==> config.mk <==
export PLATFORM = sky130hd
export DESIGN_NAME = rv32im_bpu_flat
export DESIGN_NICKNAME = d
export VERILOG_FILES = /design/src/rtl/rv32im_bpu_pkg.sv /design/src/rtl/rv32im_bpu_if.sv /design/src/rtl/rv32im_bpu_btb.sv /design/src/rtl/rv32im_bpu.sv /design/src/flat_wrapper.sv
export SDC_FILE = /design/constraint.sdc
export NUM_CORES = 2
export LEC_CHECK = 0
export CAP_MARGIN = 20
export CORE_UTILIZATION = 60
export DETAILED_ROUTE_END_ITERATION = 16
export PLACE_DENSITY = 0.9
export SYNTH_ARGS = -nofsm -noshare
export SYNTH_HDL_FRONTEND = slang
export SYNTH_SLANG_ARGS = --single-unit
==> constraint.sdc <==
create_clock -name clk_i -period 12.15 [get_ports clk_i]
set_input_delay 3.0375 -clock clk_i [delete_from_list [all_inputs] [get_ports clk_i]]
set_output_delay 3.0375 -clock clk_i [all_outputs]
set_load 0.03 [all_outputs]
==> src/rtl/rv32im_bpu_pkg.sv <==
`default_nettype none
// +--------------------------------------------------------------------+
// | rv32im_bpu_pkg : shared widths, branch opcodes and counter states  |
// | Revision 1.0                                                       |
// +--------------------------------------------------------------------+
package rv32im_bpu_pkg;

    localparam int API_ADDR_WIDTH  = 32;
    localparam int API_DATA_WIDTH  = 32;
    localparam int API_BPU_ENTRIES = 16;
    localparam int BR_OPCODE_WIDTH = 3;

    localparam logic [BR_OPCODE_WIDTH-1:0] BR_OPCODE_BEQ = 3'b000;
    localparam logic [BR_OPCODE_WIDTH-1:0] BR_OPCODE_BNE = 3'b001;
    localparam logic [BR_OPCODE_WIDTH-1:0] BR_OPCODE_BLT = 3'b100;
    localparam logic [BR_OPCODE_WIDTH-1:0] BR_OPCODE_BGE = 3'b101;

    localparam logic [1:0] BPU_CTR_SNT = 2'b00;
    localparam logic [1:0] BPU_CTR_WNT = 2'b01;
    localparam logic [1:0] BPU_CTR_WT  = 2'b10;
    localparam logic [1:0] BPU_CTR_ST  = 2'b11;

    function automatic logic [1:0] ctr_update(input logic [1:0] ctr, input logic taken);
        if (taken) return (ctr == BPU_CTR_ST)  ? ctr : ctr + 2'd1;
        else       return (ctr == BPU_CTR_SNT) ? ctr : ctr - 2'd1;
    endfunction

endpackage
`default_nettype wire

==> src/rtl/rv32im_bpu_if.sv <==
`default_nettype none
// +--------------------------------------------------------------------+
// | rv32im_bpu_if : fetch prediction, execute resolve and status bus   |
// | Revision 1.0                                                       |
// +--------------------------------------------------------------------+
interface rv32im_bpu_if
    import rv32im_bpu_pkg::*;
#(
    parameter int ADDR_WIDTH = API_ADDR_WIDTH,
    parameter int CNT_WIDTH  = 32
);
    logic [ADDR_WIDTH-1:0]      if_pc_i;
    logic [ADDR_WIDTH-1:0]      pred_pc_o;
    logic                       pred_taken_o;
    logic                       pred_hit_o;
    logic                       ex_valid_i;
    logic                       br_en_i;
    logic                       br_conditional_i;
    logic [BR_OPCODE_WIDTH-1:0] br_opcode_i;
    logic                       alu_zero_i;
    logic [ADDR_WIDTH-1:0]      curr_pc_i;
    logic [API_DATA_WIDTH-1:0]  imm_i;
    logic [ADDR_WIDTH-1:0]      exu_calc_addr_i;
    logic [ADDR_WIDTH-1:0]      ex_pred_pc_i;
    logic [ADDR_WIDTH-1:0]      nxt_pc_o;
    logic                       redirect_o;
    logic [ADDR_WIDTH-1:0]      redirect_pc_o;
    logic [CNT_WIDTH-1:0]       br_cnt_o;
    logic [CNT_WIDTH-1:0]       mispred_cnt_o;

    modport slave (
        input  if_pc_i, ex_valid_i, br_en_i, br_conditional_i, br_opcode_i,
               alu_zero_i, curr_pc_i, imm_i, exu_calc_addr_i, ex_pred_pc_i,
        output pred_pc_o, pred_taken_o, pred_hit_o, nxt_pc_o, redirect_o,
               redirect_pc_o, br_cnt_o, mispred_cnt_o
    );

    modport master (
        output if_pc_i, ex_valid_i, br_en_i, br_conditional_i, br_opcode_i,
               alu_zero_i, curr_pc_i, imm_i, exu_calc_addr_i, ex_pred_pc_i,
        input  pred_pc_o, pred_taken_o, pred_hit_o, nxt_pc_o, redirect_o,
               redirect_pc_o, br_cnt_o, mispred_cnt_o
    );
endinterface
`default_nettype wire

==> src/rtl/rv32im_bpu_btb.sv <==
`default_nettype none
// +--------------------------------------------------------------------+
// | rv32im_bpu_btb : direct-mapped BTB storage, comb reads, sync write |
// | Counter storage present only with API_BPU_BHT_EN.  Revision 1.0    |
// +--------------------------------------------------------------------+
module rv32im_bpu_btb
    import rv32im_bpu_pkg::*;
#(
    parameter int ENTRIES    = API_BPU_ENTRIES,
    parameter int IDX_W      = 4,
    parameter int TAG_W      = 26,
    parameter int ADDR_WIDTH = API_ADDR_WIDTH
) (
    input  logic                  clk_i,
    input  logic                  rst_i,
    // Port A serves fetch lookups, port B the resolving instruction
    input  logic [IDX_W-1:0]      rda_idx_i,
    output logic                  rda_valid_o,
    output logic [TAG_W-1:0]      rda_tag_o,
    output logic [ADDR_WIDTH-1:0] rda_target_o,
    input  logic [IDX_W-1:0]      rdb_idx_i,
    output logic                  rdb_valid_o,
    output logic [TAG_W-1:0]      rdb_tag_o,
`ifdef API_BPU_BHT_EN
    output logic [1:0]            rda_ctr_o,
    output logic [1:0]            rdb_ctr_o,
    input  logic [1:0]            wr_ctr_i,
`endif
    input  logic                  wr_en_i,
    input  logic [IDX_W-1:0]      wr_idx_i,
    input  logic                  wr_valid_i,
    input  logic [TAG_W-1:0]      wr_tag_i,
    input  logic [ADDR_WIDTH-1:0] wr_target_i
);
    logic [ENTRIES-1:0]    valid_q;
    logic [TAG_W-1:0]      tag_q    [ENTRIES];
    logic [ADDR_WIDTH-1:0] target_q [ENTRIES];

    always_ff @(posedge clk_i) begin
        if (rst_i)        valid_q           <= '0;
        else if (wr_en_i) valid_q[wr_idx_i] <= wr_valid_i;
    end

    always_ff @(posedge clk_i) begin
        if (!rst_i && wr_en_i) begin
            tag_q[wr_idx_i]    <= wr_tag_i;
            target_q[wr_idx_i] <= wr_target_i;
        end
    end

    assign rda_valid_o  = valid_q[rda_idx_i];
    assign rda_tag_o    = tag_q[rda_idx_i];
    assign rda_target_o = target_q[rda_idx_i];
    assign rdb_valid_o  = valid_q[rdb_idx_i];
    assign rdb_tag_o    = tag_q[rdb_idx_i];

`ifdef API_BPU_BHT_EN
    logic [ENTRIES-1:0][1:0] ctr_q;

    always_ff @(posedge clk_i) begin
        if (rst_i)        ctr_q           <= {ENTRIES{BPU_CTR_WNT}};
        else if (wr_en_i) ctr_q[wr_idx_i] <= wr_ctr_i;
    end

    assign rda_ctr_o = ctr_q[rda_idx_i];
    assign rdb_ctr_o = ctr_q[rdb_idx_i];
`endif
endmodule
`default_nettype wire

==> src/rtl/rv32im_bpu.sv <==
`default_nettype none
// +--------------------------------------------------------------------+
// | rv32im_bpu : branch prediction, resolve, redirect and perf counters|
// | Option macro: API_BPU_BHT_EN (2-bit counters).  Revision 1.0       |
// +--------------------------------------------------------------------+
module rv32im_bpu
    import rv32im_bpu_pkg::*;
#(
    parameter int ENTRIES    = API_BPU_ENTRIES,
    parameter int ADDR_WIDTH = API_ADDR_WIDTH,
    parameter int CNT_WIDTH  = 32
) (
    input  logic        clk_i,
    input  logic        rst_i,
    rv32im_bpu_if.slave bpu
);
    localparam int IDX   = $clog2(ENTRIES);
    localparam int TAG_W = ADDR_WIDTH - IDX - 2;

    logic [IDX-1:0]        w_f_idx, w_e_idx;
    logic [TAG_W-1:0]      w_f_tag, w_e_tag, w_f_rtag, w_e_rtag;
    logic                  w_f_valid, w_e_valid, w_f_hit, w_e_hit, w_f_taken;
    logic [ADDR_WIDTH-1:0] w_f_target, w_br_target, w_seq_pc, w_nxt_pc;
    logic                  w_is_jump, w_is_cond, w_cond_taken, w_taken, w_mispredict;
    logic                  w_wr_en, w_wr_valid;
    logic [ADDR_WIDTH-1:0] w_wr_target;

    assign w_f_idx = bpu.if_pc_i[IDX+1:2];
    assign w_f_tag = bpu.if_pc_i[ADDR_WIDTH-1:IDX+2];
    assign w_e_idx = bpu.curr_pc_i[IDX+1:2];
    assign w_e_tag = bpu.curr_pc_i[ADDR_WIDTH-1:IDX+2];
    assign w_f_hit = w_f_valid && (w_f_rtag == w_f_tag);
    assign w_e_hit = w_e_valid && (w_e_rtag == w_e_tag);

`ifdef API_BPU_BHT_EN
    logic [1:0] w_f_ctr, w_e_ctr, w_wr_ctr;
    assign w_f_taken = w_f_hit && w_f_ctr[1];
`else
    assign w_f_taken = w_f_hit;
`endif

    assign bpu.pred_hit_o   = w_f_hit;
    assign bpu.pred_taken_o = w_f_taken;
    assign bpu.pred_pc_o    = w_f_taken ? w_f_target : bpu.if_pc_i + ADDR_WIDTH'(4);

    always_comb begin
        w_cond_taken = 1'b0;
        case (bpu.br_opcode_i)
            BR_OPCODE_BEQ, BR_OPCODE_BGE: w_cond_taken = bpu.alu_zero_i;
            BR_OPCODE_BNE, BR_OPCODE_BLT: w_cond_taken = ~bpu.alu_zero_i;
            default:                      w_cond_taken = 1'b0;
        endcase
    end

    assign w_is_jump    = bpu.br_en_i && !bpu.br_conditional_i;
    assign w_is_cond    = bpu.br_en_i && bpu.br_conditional_i;
    assign w_taken      = w_is_jump || (w_is_cond && w_cond_taken);
    assign w_br_target  = bpu.curr_pc_i + ADDR_WIDTH'(bpu.imm_i);
    assign w_seq_pc     = bpu.curr_pc_i + ADDR_WIDTH'(4);
    assign w_nxt_pc     = w_is_jump ? bpu.exu_calc_addr_i : (w_taken ? w_br_target : w_seq_pc);
    assign w_mispredict = bpu.ex_valid_i && (w_nxt_pc != bpu.ex_pred_pc_i);
    assign bpu.nxt_pc_o = w_nxt_pc;

    // Conditional entries always store the branch target so a not-taken update keeps it usable
    always_comb begin
        w_wr_en     = 1'b0;
        w_wr_valid  = 1'b1;
        w_wr_target = w_br_target;
`ifdef API_BPU_BHT_EN
        w_wr_ctr    = BPU_CTR_WT;
`endif
        if (bpu.ex_valid_i) begin
            if (w_is_jump) begin
                w_wr_en     = 1'b1;
                w_wr_target = bpu.exu_calc_addr_i;
`ifdef API_BPU_BHT_EN
                w_wr_ctr    = BPU_CTR_ST;
`endif
            end else if (w_is_cond) begin
`ifdef API_BPU_BHT_EN
                if (w_e_hit) begin
                    w_wr_en  = 1'b1;
                    w_wr_ctr = ctr_update(w_e_ctr, w_taken);
                end else if (w_taken) begin
                    w_wr_en  = 1'b1;
                end
`else
                if (w_taken) begin
                    w_wr_en = 1'b1;
                end else if (w_e_hit) begin
                    w_wr_en    = 1'b1;
                    w_wr_valid = 1'b0;
                end
`endif
            end else if (w_e_hit) begin
                w_wr_en    = 1'b1;
                w_wr_valid = 1'b0;
            end
        end
    end

    rv32im_bpu_btb #(
        .ENTRIES    (ENTRIES),
        .IDX_W      (IDX),
        .TAG_W      (TAG_W),
        .ADDR_WIDTH (ADDR_WIDTH)
    ) u_btb (
        .clk_i        (clk_i),
        .rst_i        (rst_i),
        .rda_idx_i    (w_f_idx),
        .rda_valid_o  (w_f_valid),
        .rda_tag_o    (w_f_rtag),
        .rda_target_o (w_f_target),
        .rdb_idx_i    (w_e_idx),
        .rdb_valid_o  (w_e_valid),
        .rdb_tag_o    (w_e_rtag),
`ifdef API_BPU_BHT_EN
        .rda_ctr_o    (w_f_ctr),
        .rdb_ctr_o    (w_e_ctr),
        .wr_ctr_i     (w_wr_ctr),
`endif
        .wr_en_i      (w_wr_en),
        .wr_idx_i     (w_e_idx),
        .wr_valid_i   (w_wr_valid),
        .wr_tag_i     (w_e_tag),
        .wr_target_i  (w_wr_target)
    );

    logic                  redirect_q;
    logic [ADDR_WIDTH-1:0] redirect_pc_q;
    logic [CNT_WIDTH-1:0]  br_cnt_q, br_cnt_d, mispred_cnt_q, mispred_cnt_d;

    assign br_cnt_d      = (bpu.ex_valid_i && bpu.br_en_i && !(&br_cnt_q))
                         ? br_cnt_q + CNT_WIDTH'(1) : br_cnt_q;
    assign mispred_cnt_d = (w_mispredict && !(&mispred_cnt_q))
                         ? mispred_cnt_q + CNT_WIDTH'(1) : mispred_cnt_q;

    always_ff @(posedge clk_i) begin
        if (rst_i) begin
            redirect_q    <= 1'b0;
            redirect_pc_q <= '0;
            br_cnt_q      <= '0;
            mispred_cnt_q <= '0;
        end else begin
            redirect_q    <= w_mispredict;
            if (w_mispredict) redirect_pc_q <= w_nxt_pc;
            br_cnt_q      <= br_cnt_d;
            mispred_cnt_q <= mispred_cnt_d;
        end
    end

    assign bpu.redirect_o    = redirect_q;
    assign bpu.redirect_pc_o = redirect_pc_q;
    assign bpu.br_cnt_o      = br_cnt_q;
    assign bpu.mispred_cnt_o = mispred_cnt_q;
endmodule
`default_nettype wire

==> src/flat_wrapper.sv <==
// flat-port wrapper written by rule: the top's interface ports become plain ports
module rv32im_bpu_flat import rv32im_bpu_pkg::*;
#(
    parameter int ENTRIES    = API_BPU_ENTRIES,
    parameter int ADDR_WIDTH = API_ADDR_WIDTH,
    parameter int CNT_WIDTH  = 32
)
  (clk_i, rst_i, bpu_if_pc_i, bpu_ex_valid_i, bpu_br_en_i, bpu_br_conditional_i, bpu_br_opcode_i, bpu_alu_zero_i, bpu_curr_pc_i, bpu_imm_i, bpu_exu_calc_addr_i, bpu_ex_pred_pc_i, bpu_pred_pc_o, bpu_pred_taken_o, bpu_pred_hit_o, bpu_nxt_pc_o, bpu_redirect_o, bpu_redirect_pc_o, bpu_br_cnt_o, bpu_mispred_cnt_o);
  rv32im_bpu_if #(.ADDR_WIDTH(ADDR_WIDTH), .CNT_WIDTH(CNT_WIDTH)) bpu_i ();
  input  logic clk_i;
  input  logic rst_i;
  input wire logic [$bits(bpu_i.if_pc_i)-1:0] bpu_if_pc_i;
  input wire logic [$bits(bpu_i.ex_valid_i)-1:0] bpu_ex_valid_i;
  input wire logic [$bits(bpu_i.br_en_i)-1:0] bpu_br_en_i;
  input wire logic [$bits(bpu_i.br_conditional_i)-1:0] bpu_br_conditional_i;
  input wire logic [$bits(bpu_i.br_opcode_i)-1:0] bpu_br_opcode_i;
  input wire logic [$bits(bpu_i.alu_zero_i)-1:0] bpu_alu_zero_i;
  input wire logic [$bits(bpu_i.curr_pc_i)-1:0] bpu_curr_pc_i;
  input wire logic [$bits(bpu_i.imm_i)-1:0] bpu_imm_i;
  input wire logic [$bits(bpu_i.exu_calc_addr_i)-1:0] bpu_exu_calc_addr_i;
  input wire logic [$bits(bpu_i.ex_pred_pc_i)-1:0] bpu_ex_pred_pc_i;
  output wire logic [$bits(bpu_i.pred_pc_o)-1:0] bpu_pred_pc_o;
  output wire logic [$bits(bpu_i.pred_taken_o)-1:0] bpu_pred_taken_o;
  output wire logic [$bits(bpu_i.pred_hit_o)-1:0] bpu_pred_hit_o;
  output wire logic [$bits(bpu_i.nxt_pc_o)-1:0] bpu_nxt_pc_o;
  output wire logic [$bits(bpu_i.redirect_o)-1:0] bpu_redirect_o;
  output wire logic [$bits(bpu_i.redirect_pc_o)-1:0] bpu_redirect_pc_o;
  output wire logic [$bits(bpu_i.br_cnt_o)-1:0] bpu_br_cnt_o;
  output wire logic [$bits(bpu_i.mispred_cnt_o)-1:0] bpu_mispred_cnt_o;
  assign bpu_i.if_pc_i = bpu_if_pc_i;
  assign bpu_i.ex_valid_i = bpu_ex_valid_i;
  assign bpu_i.br_en_i = bpu_br_en_i;
  assign bpu_i.br_conditional_i = bpu_br_conditional_i;
  assign bpu_i.br_opcode_i = bpu_br_opcode_i;
  assign bpu_i.alu_zero_i = bpu_alu_zero_i;
  assign bpu_i.curr_pc_i = bpu_curr_pc_i;
  assign bpu_i.imm_i = bpu_imm_i;
  assign bpu_i.exu_calc_addr_i = bpu_exu_calc_addr_i;
  assign bpu_i.ex_pred_pc_i = bpu_ex_pred_pc_i;
  assign bpu_pred_pc_o = bpu_i.pred_pc_o;
  assign bpu_pred_taken_o = bpu_i.pred_taken_o;
  assign bpu_pred_hit_o = bpu_i.pred_hit_o;
  assign bpu_nxt_pc_o = bpu_i.nxt_pc_o;
  assign bpu_redirect_o = bpu_i.redirect_o;
  assign bpu_redirect_pc_o = bpu_i.redirect_pc_o;
  assign bpu_br_cnt_o = bpu_i.br_cnt_o;
  assign bpu_mispred_cnt_o = bpu_i.mispred_cnt_o;
  rv32im_bpu #(.ENTRIES(ENTRIES), .ADDR_WIDTH(ADDR_WIDTH), .CNT_WIDTH(CNT_WIDTH)) u_core (.clk_i(clk_i), .rst_i(rst_i), .bpu(bpu_i));
endmodule
==> results.md <==
* Result of the run: complete, no violations
* Share of layout cells above drive strength 1 at 22.1%
* Library cell used as clock root buffer: sky130_fd_sc_hd__clkbuf_16
* Synthesis-stage register bit count at approximately 1,000
* Power per cell area at ~150 nW/um2
* Commonest cells after routing, fill and taps aside: sky130_fd_sc_hd__edfxtp_1, sky130_fd_sc_hd__mux4_2, sky130_fd_sc_hd__clkdlybuf4s50_1, sky130_fd_sc_hd__nand2_1, sky130_fd_sc_hd__a21oi_1
* Count of final max-slew check failures at 0
* Worst Tran Pin Value at approximately 1200 ps
* Hold Violations, Final at 0
* Starting density of the core at approximately three fifths
* Synthesized netlist cell count at between 3,000 and 4,000
* Slew HR at around 18%
* Reg-to-reg startpoint: u_core.u_btb.tag_q[11][19]
* Average routed wire per standard cell at between 30 and 40 um
* Fraction of met3 tracks used by global routing at around an eighth
* First-pass GRT wire length at between 200,000 and 250,000 um
* DRC errors left at 0
* Cell with the biggest individual delay on the critical path: sky130_fd_sc_hd__clkdlybuf4s50_1
* IO Port Bufs at 331
* Area growth from synthesis to layout at 17.1%
* Worst setup path category: in2out
* Chip Height at around 290 um
* Routing layer with the top usage in global route: met2
* Number of violations reported at the end of detailed-routing iteration 0 at between 5,000 and 6,000
* Post-synthesis async set-or-reset flop share at 0%
* Unrepaired setup endpoints after global routing: false
* Worst-Skew Late Latency at about 700 ps
* Peak ir drop on the vdd network at 0.131 mV
* Shortest period the worst path allows at 10,870 ps
* Via count normalized by instance count at around 7.5
* Max stage delay on crit path at around 720 ps
* Count of maximum capacitance violations at 0
* GRT Util Overall at about two fifths
* Met2 demand-to-capacity share in global routing at 64.8%
* HP Class: reg2reg
* Leakage Power at 18.3 nW
* Critical path origin: bpu_if_pc_i[3]
* Count of nets left with antenna violations after detail routing at 0
* Sort of element at the end of the critical path: output pin
* Final setup violation count at 0
* Final critical-path share of the clock period at 89.4%
* Data required time of the critical path at roughly 9100 ps
* Synthesized net count at between 3,000 and 4,000
* Avg Cell Area, Syn at about 16 um2
* Sum of net half-perimeters after detailed placement at 105,000 um
* Sequential-to-total area share from yosys stat at just over 60%
* Most frequent standard cell in the layout excluding fill and tap cells: sky130_fd_sc_hd__edfxtp_1
* Boundary Pins at 332
* Number of global-route vias before repair at ~33,000
* Summed instance area of the synthesized netlist at 48,900 um2
* Placed cell count at ~4,300
* Fmax at about 92 MHz
* Drt total wl at around 170,000 um
* Aggregate global routing overflow at 0
* Antenna violations before repair at 16
* CTS tree: done
* Overall via count from detail_route at between 30,000 and 40,000
* Clock sink count at 1,041
* Net total in the final layout at 3,559
* Total Negative Setup Slacks at 0 ps
* Std-Cell Rows at ~100
* Maximum number of buffers from clock root to sink at 3
* Clock transition time at the flip-flop clock pins of the worst setup and hold paths at about 60 ps
* Post-CTS Hold Fix Bufs at 0
* List of cells traversed by the critical path: buf_8 -> buf_4 -> mux4_2 -> mux4_2 -> xnor2_1 -> nand4_1 -> nor4_1 -> nand4_1 -> buf_4 -> a21oi_1 -> clkdlybuf4s50_1
* Launching element type of the critical path: input port
* Core area at around 81,000 um2
* Count of distinct cell types in the synthesized netlist at 84
* Largest fanout of any net on the critical path at between 90 and 100
* Clock skew after layout at between 50 and 60 ps
* Total of warnings raised by yosys at 0
* Level count of the clock H-tree at 3
* Gates resized, CTS repair at 0
* Pin count of the biggest net entering global routing at 100
* Gpl congestion at between 0.9 and 1
* Number of CTS-inserted buffers at 103
* Worst hold path startpoint: u_core.bpu.redirect_pc_o[20]
* Arrival time at the worst endpoint at between 7000 and 8000 ps
* EDFF count, synth at 928
* Met1 Track Usage GR at ~50%
* Setup Fix Bufs, Post-CTS at 0
* Count of TritonRoute iterations in the first routing pass at 7
* Die Wd at about 290 um
* Area enclosed by the die boundary at 82,600 um2
* Primary FF master, synth: sky130_fd_sc_hd__edfxtp_1
* Smallest hold slack at ~500 ps
* Finished Layout Cells at around 4,500
[cell usage after synthesis (all sizes together), types with 72 or more instances]
cell / n / area [um2]
edfxtp: 928 / 27900
clkbuf: 133 / 499
nor3: 72 / 360
mux4: 430 / 9680
xnor2: 113 / 990
nand3: 89 / 445
a21oi: 153 / 777
nand2: 159 / 597
o21ai: 83 / 415
nor2: 145 / 544
dfxtp: 113 / 2260
[flip-flops by register name, indices dropped and copies added (netlist names)]
register                  count
u_core.bpu.br_cnt_o          32
u_core.bpu.mispred_cnt_o     32
u_core.bpu.redirect_o         1
u_core.bpu.redirect_pc_o     32
u_core.u_btb.tag_q          416
u_core.u_btb.target_q       512
u_core.u_btb.valid_q         16
[layer usage]
| layer | vias to the layer above | wire length [um] |
|---|---|---|
| li1 | 13000 | - |
| met1 | 16500 | 53500 |
| met2 | 3346 | 79300 |
| met3 | 808 | 24200 |
| met4 | 16 | 12900 |
| met5 | - | 117 |
[kinds of logic (layout without fill, tap and decap cells)]
group	Yosys count	count (layout)	share of synthesized area, %
flip-flops	1041	1041	61.6
AND/OR/NAND/NOR	693	693	7.08
multiplexers	451	451	20.3
AO/OA/AOI/OAI	372	372	4.85
buffers and inverters	229	663	1.88
XOR/XNOR	178	178	3.25
adder cells (fa/ha/maj)	39	39	1.01
other	0	8	0
[worst paths after layout]
check                                 end  slack (ps)  cells past startpoint
max                     bpu_pred_pc_o[14]        1280                     11
min          u_core.bpu.redirect_pc_o[20]         490                      2
max reg2reg  u_core.u_btb.target_q[5][24]        6470                     11
min reg2reg  u_core.bpu.redirect_pc_o[20]         490                      2
[through the flow]
stage | worst slack, ps | area, um2 | power [mW] | utilization (%)
after floorplan | 1500 | 48900 | 4.69 | -
after global placement | 1350 | 53600 | 5.12 | 66.6
after detailed placement | 1190 | 53600 | 5.16 | 66.6
after CTS | 1060 | 57100 | 8.44 | 70.9
after global routing | 1130 | 57200 | 8.63 | 71.0
final | 1280 | 57200 | 8.48 | 71.1
[where the power goes]
part / internal (mW) / total [mW] / leakage (nW) / switching (mW)
sequential: 4.01 / 4.03 / 9.24 / 0.0182
clock: 1.87 / 3.35 / 1.67 / 1.48
combinational: 0.399 / 1.11 / 7.34 / 0.707
[area by class of cell]
class	instances	area [um2]
Fill cell	4747	23300
Multi-Input combinational cell	1733	18000
Sequential cell	1041	30100
Timing Repair Buffer	434	4130
Clock inverter	74	862
Tap cell	1060	1330
Antenna cell	8	20.0
Clock buffer	117	2650
Inverter	38	143
[worst max-delay path, delay by kind of cell]
| kind | cells | cell delay (ps) |
|---|---|---|
| muxes | 2 | 1050 |
| AOI/OAI and AO/OA | 1 | 280 |
| xor gates and xnor gates | 1 | 320 |
| buffers and inverters | 4 | 2380 |
| and+or+nand+nor | 3 | 630 |
No activity file was read; power rests on OpenSTA's default activity.
